[src/rtl/if_fetch.sv]
// Instruction-fetch stage: owns the PC, fetches words over req/ack and hands them to decode over valid/ready.
// Optional FETCH_MISALIGN_TRAP_EN: a misaligned PC raises inst_fault instead of issuing a fetch.
module if_fetch #(
    parameter logic [31:0] RESET_PC = 32'h0000_3000
) (
    input  logic        clk,
    input  logic        rstn,
    input  logic [31:0] npc_i,
    input  logic        redirect_i,
    input  logic [31:0] redirect_pc_i,
    output logic        imem_req,
    output logic [31:0] imem_addr,
    input  logic        imem_ack,
    input  logic [31:0] imem_rdata,
    output logic [31:0] pc_o,
    output logic        inst_valid,
    input  logic        inst_ready,
    output logic [31:0] inst_o,
    output logic        inst_fault,
    output logic [31:0] fetch_cnt
);

    typedef enum logic [1:0] {FETCH, DRAIN, HOLD} state_t;

    state_t      state;
    state_t      state_next;
    logic        started;
    logic [31:0] pc;
    logic [31:0] drain_addr;
    logic [31:0] inst;
    logic [31:0] cnt;
    logic        fault;
    logic        misaligned;
    logic        fetch_live;
    logic        issue;
    logic        trap;
    logic [31:0] raw_addr;

`ifdef FETCH_MISALIGN_TRAP_EN
    assign misaligned = (pc[1:0] != 2'b00);
`else
    assign misaligned = 1'b0;
`endif

    // started holds off the first request until the cycle after reset is released
    assign fetch_live = (state == FETCH) && started;
    assign issue      = fetch_live && !misaligned;
    assign trap       = fetch_live && misaligned;

    always_ff @(posedge clk) begin
        if (!rstn) begin
            state <= FETCH;
        end else begin
            state <= state_next;
        end
    end

    always_comb begin
        state_next = state;
        case (state)
            FETCH: begin
                if (issue) begin
                    if (imem_ack && !redirect_i) begin
                        state_next = HOLD;
                    end else if (!imem_ack && redirect_i) begin
                        state_next = DRAIN;
                    end
                end else if (trap && !redirect_i) begin
                    state_next = HOLD;
                end
            end
            DRAIN: begin
                if (imem_ack) begin
                    state_next = FETCH;
                end
            end
            HOLD: begin
                if (redirect_i || inst_ready) begin
                    state_next = FETCH;
                end
            end
            default: state_next = FETCH;
        endcase
    end

    always_ff @(posedge clk) begin
        if (!rstn) begin
            started    <= 1'b0;
            pc         <= RESET_PC;
            drain_addr <= RESET_PC;
            inst       <= 32'h0;
            fault      <= 1'b0;
            cnt        <= 32'h0;
        end else begin
            started <= 1'b1;
            case (state)
                FETCH: begin
                    if (redirect_i) begin
                        pc <= redirect_pc_i;
                        // the abandoned request stays on the bus until memory answers it
                        if (issue && !imem_ack) begin
                            drain_addr <= pc;
                        end
                    end else if (issue && imem_ack) begin
                        inst  <= imem_rdata;
                        fault <= 1'b0;
                    end else if (trap) begin
                        inst  <= 32'h0;
                        fault <= 1'b1;
                    end
                end
                DRAIN: begin
                    if (redirect_i) begin
                        pc <= redirect_pc_i;
                    end
                end
                HOLD: begin
                    if (redirect_i) begin
                        pc    <= redirect_pc_i;
                        fault <= 1'b0;
                    end else if (inst_ready) begin
                        pc    <= npc_i;
                        cnt   <= cnt + 32'd1;
                        fault <= 1'b0;
                    end
                end
                default: ;
            endcase
        end
    end

    assign raw_addr = (state == DRAIN) ? drain_addr : pc;

`ifdef FETCH_MISALIGN_TRAP_EN
    assign imem_addr = raw_addr;
`else
    assign imem_addr = raw_addr & 32'hFFFF_FFFC;
`endif

    assign imem_req   = issue || (state == DRAIN);
    assign inst_valid = (state == HOLD);
    assign pc_o       = pc;
    assign inst_o     = inst;
    assign inst_fault = fault;
    assign fetch_cnt  = cnt;

endmodule

[config.mk]
export PLATFORM = sky130hd
export DESIGN_NAME = if_fetch
export DESIGN_NICKNAME = d
export VERILOG_FILES = /design/src/rtl/if_fetch.sv
export SDC_FILE = /design/constraint.sdc
export NUM_CORES = 1
export LEC_CHECK = 0
export CAP_MARGIN = 20
export CORE_UTILIZATION = 40
export CTS_CLUSTER_SIZE = 16
export DETAILED_ROUTE_END_ITERATION = 16
export PLACE_DENSITY = 0.76
export SETUP_SLACK_MARGIN = 0.05
export SLEW_MARGIN = 20
export SYNTH_ARGS = -nofsm -noshare
export SYNTH_HDL_FRONTEND = slang
export SYNTH_SLANG_ARGS = --single-unit
[constraint.sdc]
create_clock -name clk -period 4.5 [get_ports clk]
set_input_delay 0.9 -clock clk [delete_from_list [all_inputs] [get_ports clk]]
set_output_delay 0.9 -clock clk [all_outputs]
set_load 0.05 [all_outputs]
==> results of run 1 <==
-- layout by cell type (no fill, tap or decap), types with 2 or more instances in the layout --
master	netlist	routed
a21oi_1	85	84
nand3_2	0	2
nand4_1	6	6
xor2_1	2	2
clkinvlp_4	0	4
and3_2	0	2
o31ai_1	16	16
clkdlybuf4s50_1	0	228
o21ai_0	4	4
a211oi_1	30	30
clkinv_2	0	2
nor4_1	5	5
conb_1	1	3
mux2_2	32	32
nand3_1	15	13
and4_1	2	2
xnor2_1	8	8
nor2_1	44	44
clkbuf_1	35	2
buf_4	4	3
nand2b_1	2	2
mux2i_1	32	32
or4_1	17	17
nor3_1	3	3
nand2_1	137	137
bufinv_16	0	3
clkbuf_8	0	2
dfxtp_1	129	129
clkbuf_16	0	17
nor2b_1	3	2
inv_1	4	4
or3_1	6	6
-- sequential cells by signal, summed over array words and instances, names as in the netlist --
register and count:
pc_o 32, state 2, inst_o 32, fetch_cnt 32, started 1, drain_addr 30
-- critical path: cells and delay by family, from the launching register on --
kind	cells	cell delay [ps]
buffers and inverters	1	700
DFF	1	500
and+or+nand+nor	1	830
muxes	1	430
-- how the worst max path moves through the flow --
stage / cells past startpoint / to
5_1_grt: 3 / imem_addr[9]
6_report: 3 / imem_addr[8]
3_3_place_gp: 3 / imem_addr[20]
3_5_place_dp: 3 / imem_addr[25]
2_1_floorplan: 4 / imem_addr[10]
4_1_cts: 3 / imem_addr[25]
-- cell type report --
| cell class | count | area, µm² |
|---|---|---|
| fillers | 1092 | 4890 |
| inverters | 5 | 20.0 |
| well taps | 176 | 220 |
| flip-flops and latches | 129 | 2580 |
| repair buffers | 232 | 2320 |
| clock inverters | 9 | 134 |
| multi-input cells | 463 | 2770 |
| clock buffers | 21 | 460 |
-- metal layers --
metal,vias to the layer above,GRT usage
met5,-,0
li1,2669,-
met3,8,0.0542
met1,2481,0.275
met4,0,0.0602
met2,244,0.361
-- per-stage QoR --
| step | setup slack [ps] | instance area (µm²) | power, mW |
|---|---|---|---|
| 2_1_floorplan | 2120 | 5580 | 1.55 |
| 3_3_place_gp | 1210 | 7910 | 1.77 |
| 3_5_place_dp | 1110 | 7920 | 1.77 |
| 4_1_cts | 686 | 8510 | 3.15 |
| 5_1_grt | 578 | 8510 | 3.23 |
| 6_report | 720 | 8510 | 3.12 |
-- kinds of logic (layout without fill, tap and decap cells) --
logic type / Yosys count / after routing / synth area share
adder cells (fa/ha/maj): 1 / 1 / 0.00224
other: 1 / 3 / 0.000673
XOR/XNOR: 10 / 10 / 0.0157
AO/OA/AOI/OAI: 137 / 137 / 0.145
AND/OR/NAND/NOR: 248 / 248 / 0.204
flip-flops: 129 / 129 / 0.463
multiplexers: 64 / 64 / 0.122
buffers and inverters: 57 / 267 / 0.0476
-- power by group --
part           internal (mW)  switching, mW
combinational          0.217          0.315
clock                  0.894          0.477
sequential              1.18         0.0363
total                   2.29          0.829
==> qor.yml, run 1 <==
cts_repair_resize_count: 0
cts.sinks: 129
slew_viol_final: 0
r2r_slack_ps: 2140
wl_met1_mm: 6.85
endpoint_kind: "output pin"
cp.arrival_ps: 2880
relSlewSlack: 0.377
clockBufferDepth: 2
syn_to_final_growth_pct: 52.7
async_reset_ff_frac: 0
ys_warn_count: 0
post-place-cells: 1005
synthFlopType: "dfxtp_1"
htree_levels: 4
path_cells: "nor2b_4 -> mux2_2 -> clkdlybuf4s50_1"
synth_cell_types: 40
tritoncts: "yes"
ys_top_cells_by_count: "nand2_1 (137), dfxtp_1 (129), a21oi_1 (85)"
dieArea_mm2: 0.0144
hp-start: "inst_o[2]"
gp_congestion: 0.822
worstReg2RegEnd: "fetch_cnt[14]"
timing.hold.ws_ps: 454
cp-start-kind: "flop"
grt_pass1_wl_mm: 24.5
path_class: "flop to output pin"
wl_mm: 15.7
required_ps: 3600
nets: 950
worstSkewPairLatency_ps: 400
p_leak_nw: 2.86
period_share: 0.840
num_antenna_cells: 0
tightest_slew_ps: 933
drc: 0
drive_above_1_share: 0.0873
grt_pass1_vias: 4988
avgViaCountPerCell: 5.22
met2_length_mm: 7.52
cp_max_fo: 30
cts_root_buf: "clkbuf_16"
drv_cap: 0
min_period_ps: 3780
holdPathStages: 2
synth_area_leader_cell: "dfxtp_1"
ir_worst_vdd_mv: 0.241
grtUsageTotal: 0.216
setup_viol: 0
seq_area_frac_synth: 0.463
synth_area_mm2: 0.00558
final_util: 0.635
fin_worst_skew_ps: 10.5
dp_hpwl_mm: 11.0
ios: 232
report.final.hold_viol_count: 0
clkTransAtPathRegs_ps: 50
slowest_stage: "nor2b_4"
grt_overflow: 0
rows: 42
detail_route.wl_per_cell_um: 15.2
status: "finished clean"
rsz0062_at_grt: "false"
grt_max_degree: 68
io_buffers: 228
top_layer: "met4"
synth_edf_count: 0
power.density_mw_per_mm2: 367
dr.pass1.iters: 5
slowest_delay_ps: 830
postCtsSetupRepairBufs: 0
setup_tns_ps: 0
worst_hold_path.endpoint: "inst_o[2]"
finalNonFillerCells: 1035
post_synth.cell_area_avg_um2: 8.62
core-area_mm2: 0.0134
reg2reg_from: "state[1]"
initial_utilization: 0.416
worst-r2r-cell-count: 4
yosysTopAreaCellShare: 0.463
ys_ff_latch: 129
wl_met3_mm: 1.21
ant_nets: 0
die_w_um: 120
cts_buffers: 17
ctsHoldBuffers: 0
synth_most_common_cell: "nand2_1"
antenna_found_initial: 0
yosys-top-cells-area: "dfxtp_1 (46%), nand2_1 (9.2%), a21oi_1 (7.6%), mux2_2 (6.5%), mux2i_1 (5.7%)"
cp-startpoint: "state[0]"
hp-class: "flop to flop"
drt_iter0_drc: 304
netlist_instances: 647
fmax_mhz: 265
fp.dieH_um: 120
num_vias: 5402
(Power assumes the default switching activity.)
==> inputs of run 2 (changes only) <==
Clock period 4.5 ns to 3.8 ns, I/O delays scaled along.
==> run 2 against run 1 <==
Net effect:
- non-clock buffer count up 6
- sequential power increased by 18%
- routed wire length grew 3.7%
- final cell count increased by 0.77%
- worst setup slack worse by 330 ps
- clock power is 12% higher
- total power increased by 16%
- first-iteration DRC count up 15%
- flip-flop and latch count is the same
- worst hold slack worse by 3.4 ps
- global-route usage increased by 1.2 points
- critical path depth rose by 1
- critical endpoint is now imem_addr[11]
- largest power group unchanged
==> qor.yml, run 2 (synthesis results as in run 1) <==
worstReg2RegEnd: "fetch_cnt[17]"  # was fetch_cnt[14]
ir_worst_vdd_mv: 0.277  # was 0.241 mV
report.final.hold_viol_count: 0  # unchanged
tightest_slew_ps: 624  # was 933 ps
fmax_mhz: 293
fin_worst_skew_ps: 10.2  # was 10.5 ps
ant_nets: 0  # unchanged
io_buffers: 228  # unchanged
endpoint_kind: "output pin"  # unchanged
drv_cap: 0  # unchanged
cp_num_buf_inv: 2  # was 1
p_leak_nw: 2.90  # was 2.86 nW
reg2reg_from: "state[1]"  # unchanged
grt_pass1_wl_mm: 25.8  # was 24.5 mm
power.internal_mw: 2.64  # was 2.29 mW
num_vias: 5443  # was 5402
dp_hpwl_mm: 11.3  # was 11.0 mm
gp_congestion: 0.792  # was 0.822
avgViaCountPerCell: 5.22  # about the same
grt_max_degree: 81  # was 68
detail_route.wl_per_cell_um: 15.6  # was 15.2 µm
required_ps: 3040  # was 3600 ps
final_common_cell: "clkdlybuf4s50_1"  # unchanged
multi_input_area_mm2: 0.00276  # was 0.00277 mm²
regArea_mm2: 0.00258  # unchanged
post-place-cells: 1011  # was 1005
worstSkewPairLatency_ps: 420  # was 400 ps
path_delay_family: "buffers and inverters"  # was simple AND/OR/NAND/NOR gates
r2r_slack_ps: 1450  # was 2140 ps
rsz0062_at_grt: "false"  # unchanged
slowest_delay_ps: 700  # was 830 ps
initial_utilization: 0.416  # unchanged
hp-start: "drain_addr[19]"  # was inst_o[2]
fill_cells: 1110  # was 1092
drive_above_1_share: 0.0877  # was 0.0873
postCtsSetupRepairBufs: 0  # unchanged
cts_buffers: 17  # unchanged
min_period_ps: 3410
cts.sinks: 129  # unchanged
status: "finished clean"  # unchanged
hp-class: "flop to flop"  # unchanged
drt_iter0_drc: 350  # was 304
ctsHoldBuffers: 0  # unchanged
nets: 956  # was 950
grt_pass1_vias: 5287  # was 4988
drc: 0  # unchanged
slew_viol_final: 0  # unchanged
cts_repair_resize_count: 0  # unchanged
syn_to_final_growth_pct: 53.2  # was 52.7%
antenna_found_initial: 0  # unchanged
pwr-share-comb: 0.178  # was 0.170
setup_tns_ps: 0  # unchanged
wl_mm: 16.3  # was 15.7 mm
grt_overflow: 0  # unchanged
power.density_mw_per_mm2: 424  # was 367 mW/mm²
final_cell_mix: "clkdlybuf4s50_1 (228), nand2_1 (137), dfxtp_1 (129), a21oi_1 (84), nor2_1 (44)"  # unchanged
period_share: 0.898
slowest_stage: "clkdlybuf4s50_1"  # was nor2b_4
rows: 42  # unchanged
cp.arrival_ps: 2650  # was 2880 ps
holdPathStages: 2  # unchanged
dieArea_mm2: 0.0144  # unchanged
dr.pass1.iters: 4  # was 5
setup_viol: 0  # unchanged
clkTransAtPathRegs_ps: 60  # was 50 ps
fp.dieH_um: 120  # unchanged
finalNonFillerCells: 1043  # was 1035
die_w_um: 120  # unchanged
worst-r2r-cell-count: 4  # unchanged
num_antenna_cells: 0  # unchanged
htree_levels: 4  # unchanged
path_class: "flop to output pin"  # unchanged
switchingPower_mw: 0.979  # was 0.829 mW
cts_root_buf: "clkbuf_16"  # unchanged
clockBufferDepth: 2  # unchanged
cp-start-kind: "flop"  # unchanged
relSlewSlack: 0.584  # was 0.377
switching_share: 0.270  # was 0.265
grtUsageTotal: 0.228  # was 0.216
cp_max_fo: 30  # unchanged
worst_hold_path.endpoint: "drain_addr[19]"  # was inst_o[2]
ios: 232  # unchanged
core-area_mm2: 0.0134  # unchanged
tritoncts: "yes"  # unchanged
seqPwrFrac: 0.397  # was 0.390
p_clk_frac: 0.426  # was 0.439
path_cells: "nor2b_4 -> buf_4 -> mux2_2 -> clkdlybuf4s50_1"  # was nor2b_4 -> mux2_2 -> clkdlybuf4s50_1
==> run 2: worst max-delay path by stage <==
stage | start | to | slack, ps | cells past startpoint
after floorplan | fetch_cnt[3] | fetch_cnt[20] | 1550 | 5
after global placement | redirect_i | fetch_cnt[22] | 730 | 5
after detailed placement | redirect_i | fetch_cnt[17] | 640 | 5
after CTS | state[0] | imem_addr[23] | 340 | 4
after global routing | state[0] | imem_addr[14] | 260 | 4
final | state[0] | imem_addr[11] | 390 | 4
==> run 2: per-stage QoR <==
step / worst slack [ps] / utilization / area, µm² / hold WS (ps) / power [mW]
after detailed placement: 642 / 0.595 / 7980 / 446 / 2.11
after global routing: 263 / 0.637 / 8540 / 472 / 3.75
after global placement: 726 / 0.595 / 7980 / 439 / 2.10
after floorplan: 1550 / - / 5580 / 433 / 1.83
final: 387 / 0.637 / 8540 / 450 / 3.62
after CTS: 345 / 0.637 / 8540 / 454 / 3.65
==> run 2: layer usage <==
metal | wire length, µm | vias to the layer above | global-route usage
met2 | 7980 | 207 | 0.384
met5 | 0 | - | 0
li1 | - | 2686 | -
met1 | 6710 | 2534 | 0.262
met3 | 1400 | 16 | 0.0832
met4 | 201 | 0 | 0.0898
==> run 2: cell type report <==
cell class	instances	area share
inverter	5	0.00234
tap	176	0.0258
sequential	129	0.302
clock inverter	5	0.00586
multi-input combinational	463	0.323
clock buffer	27	0.0601
timing repair buffer	238	0.280
==> run 2: power by group through the flow <==
stage / Combinational, mW / Clock [mW] / Sequential, mW
2_1_floorplan: 0.249 / 0 / 1.58
3_3_place_gp: 0.638 / 0 / 1.46
3_5_place_dp: 0.644 / 0 / 1.47
4_1_cts: 0.647 / 1.57 / 1.44
5_1_grt: 0.676 / 1.63 / 1.44
6_report: 0.643 / 1.54 / 1.44
==> run 2: worst reg2reg max path: stages, from the launching register on <==
cell	delay (ps)
dfxtp_1	620
nand4bb_4	260
or3_1	680
or4_1	560
a21oi_1	160
==> inputs of run 3 (changes only) <==
Settings changed: CELL_PAD_IN_SITES_DETAIL_PLACEMENT set to 0, CELL_PAD_IN_SITES_GLOBAL_PLACEMENT set to 1, CORE_UTILIZATION 40 to 31, PLACE_DENSITY 0.76 to unset, PLACE_DENSITY_LB_ADDON set to 0.1.
==> run 3 against run 2 <==
Net effect:
- clock skew down 1.8 ps
- total power rose by 1.4%
- global-route usage is 4.9 points lower
- clock power grew 4%
- combinational power about the same
- worst setup slack worse by 23 ps
- via count shrank 2.2%
- flip-flop and latch count unchanged
- final area up 0.70%
- worst hold slack improved by 0.55 ps
- maximum frequency fell by 0.68%
- final cell count up 4.5%
- critical endpoint is now imem_addr[8]
- largest power group unchanged
==> qor.yml, run 3 (synthesis results as in run 1) <==
gp_congestion: 0.767  # was 0.792
ant_nets: 0  # unchanged
num_antenna_cells: 0  # unchanged
p_leak_nw: 2.89  # was 2.90 nW
ctsHoldBuffers: 0  # unchanged
relSlewSlack: 0.576  # was 0.584
dp_hpwl_mm: 11.4  # was 11.3 mm
clockBufferDepth: 2  # unchanged
ir_worst_vdd_mv: 0.291  # was 0.277 mV
final_common_cell: "clkdlybuf4s50_1"  # unchanged
r2r_slack_ps: 1430  # was 1450 ps
worst-r2r-cell-count: 4  # unchanged
period_share: 0.904  # was 0.898
drt_iter0_drc: 230  # was 350
path_cells: "nor2b_4 -> buf_4 -> mux2_2 -> clkdlybuf4s50_1"  # unchanged
nets: 955  # was 956
syn_to_final_growth_pct: 54.2  # was 53.2%
status: "finished clean"  # unchanged
detail_route.wl_per_cell_um: 15.0  # was 15.6 µm
rows: 48  # was 42
grtUsageTotal: 0.179  # was 0.228
slowest_stage: "clkdlybuf4s50_1"  # unchanged
hp-class: "flop to flop"  # unchanged
drv_cap: 0  # unchanged
final_cell_mix: "clkdlybuf4s50_1 (228), nand2_1 (137), dfxtp_1 (129), a21oi_1 (84), nor2_1 (44)"  # unchanged
tightest_slew_ps: 635  # was 624 ps
fmax_mhz: 291  # was 293 MHz
final_area_mm2: 0.00860  # was 0.00854 mm²
io_buffers: 228  # unchanged
die_w_um: 136  # was 120 µm
reg2reg_from: "state[1]"  # unchanged
path_class: "flop to output pin"  # unchanged
htree_levels: 4  # unchanged
fp.dieH_um: 136  # was 120 µm
num_vias: 5325  # was 5443
ios: 232  # unchanged
cts_buffers: 17  # unchanged
postCtsSetupRepairBufs: 0  # unchanged
slew_viol_final: 0  # unchanged
clkTransAtPathRegs_ps: 50  # was 60 ps
wl_mm: 16.4  # was 16.3 mm
drc: 0  # unchanged
grt_overflow: 0  # unchanged
initial_utilization: 0.320  # was 0.416
antenna_found_initial: 1  # was 0
grt_max_degree: 67  # was 81
tritoncts: "yes"  # unchanged
hp-start: "inst_o[24]"  # was drain_addr[19]
worstReg2RegEnd: "fetch_cnt[19]"  # was fetch_cnt[17]
required_ps: 3040  # about the same
finalPower_mw: 3.68  # was 3.62 mW
drive_above_1_share: 0.0902  # was 0.0877
endpoint_kind: "output pin"  # unchanged
cp.arrival_ps: 2680  # was 2650 ps
min_period_ps: 3440  # was 3410 ps
fin_worst_skew_ps: 8.43  # was 10.2 ps
cts_root_buf: "clkbuf_16"  # unchanged
worstSkewPairLatency_ps: 420  # about the same
dr.pass1.iters: 4  # unchanged
avgViaCountPerCell: 4.89  # was 5.22
rsz0062_at_grt: "false"  # unchanged
core-area_mm2: 0.0174  # was 0.0134 mm²
grt_pass1_wl_mm: 25.7  # was 25.8 mm
holdPathStages: 2  # unchanged
grt_pass1_vias: 5083  # was 5287
fill_cells: 1626  # was 1110
worst_hold_path.endpoint: "inst_o[24]"  # was drain_addr[19]
cp_max_fo: 30  # unchanged
cts.sinks: 129  # unchanged
cts_repair_resize_count: 0  # unchanged
cp-start-kind: "flop"  # unchanged
power.density_mw_per_mm2: 427  # was 424 mW/mm²
slowest_delay_ps: 740  # was 700 ps
placed_area_mm2: 0.00802  # was 0.00798 mm²
setup_tns_ps: 0  # unchanged
setup_viol: 0  # unchanged
report.final.hold_viol_count: 0  # unchanged
dieArea_mm2: 0.0185  # was 0.0144 mm²
## run 3: cell types whose count changed in the layout (fill, tap and decap cells not counted), sizes merged
cell	change
clkinv	-1
clkbuf	-6
inv	+1
buf	-1
clkinvlp	+4
bufinv	+1
## run 3: report_power, final
part	total (mW)	internal, mW	leakage, nW	switching (mW)
Clock	1.60	1.01	0.277	0.592
Combinational	0.640	0.260	1.57	0.380
Sequential	1.44	1.40	1.05	0.0361
## run 3: cell type report
type                       count  area [µm²]  share of cell area
sequential                   129        2580               0.300
clock inverter                10         110              0.0128
clock buffer                  21         470              0.0547
timing repair buffer         237        2370               0.276
inverter                       5        21.3             0.00247
multi-input combinational    463        2760               0.321
tap                          225         282              0.0327
## run 3: how the worst max path moves through the flow
stage / from / to / slack, ps / cells past startpoint
after global placement: redirect_i / fetch_cnt[28] / 680 / 5
after global routing: state[0] / imem_addr[8] / 230 / 4
after floorplan: fetch_cnt[3] / fetch_cnt[20] / 1550 / 5
after detailed placement: redirect_i / fetch_cnt[19] / 610 / 5
final: state[0] / imem_addr[8] / 360 / 4
after CTS: state[0] / imem_addr[8] / 340 / 4
## run 3: critical path: cells and delay by family, from the launching register on
kind | cells | cell delay, ps
multiplexers | 1 | 380
buffers and inverters | 2 | 1140
flip-flops | 1 | 510
AND/OR/NAND/NOR | 1 | 210
## run 3: per-stage QoR
stage / utilization / setup slack [ps] / hold WS, ps / instances
floorplan: - / 1550 / 433 / 649
global placement: 0.460 / 677 / 440 / 1059
detailed placement: 0.460 / 609 / 446 / 1059
CTS: 0.494 / 342 / 454 / 1090
global route: 0.494 / 234 / 468 / 1090
finish: 0.494 / 363 / 451 / 1090
## run 3: metal layers
layer	global-route usage	part of all wire	vias up
met1	0.202	0.42	2474
met5	0	0	-
met2	0.303	0.49	149
li1	-	-	2683
met4	0.0735	0.016	0
met3	0.0656	0.069	19
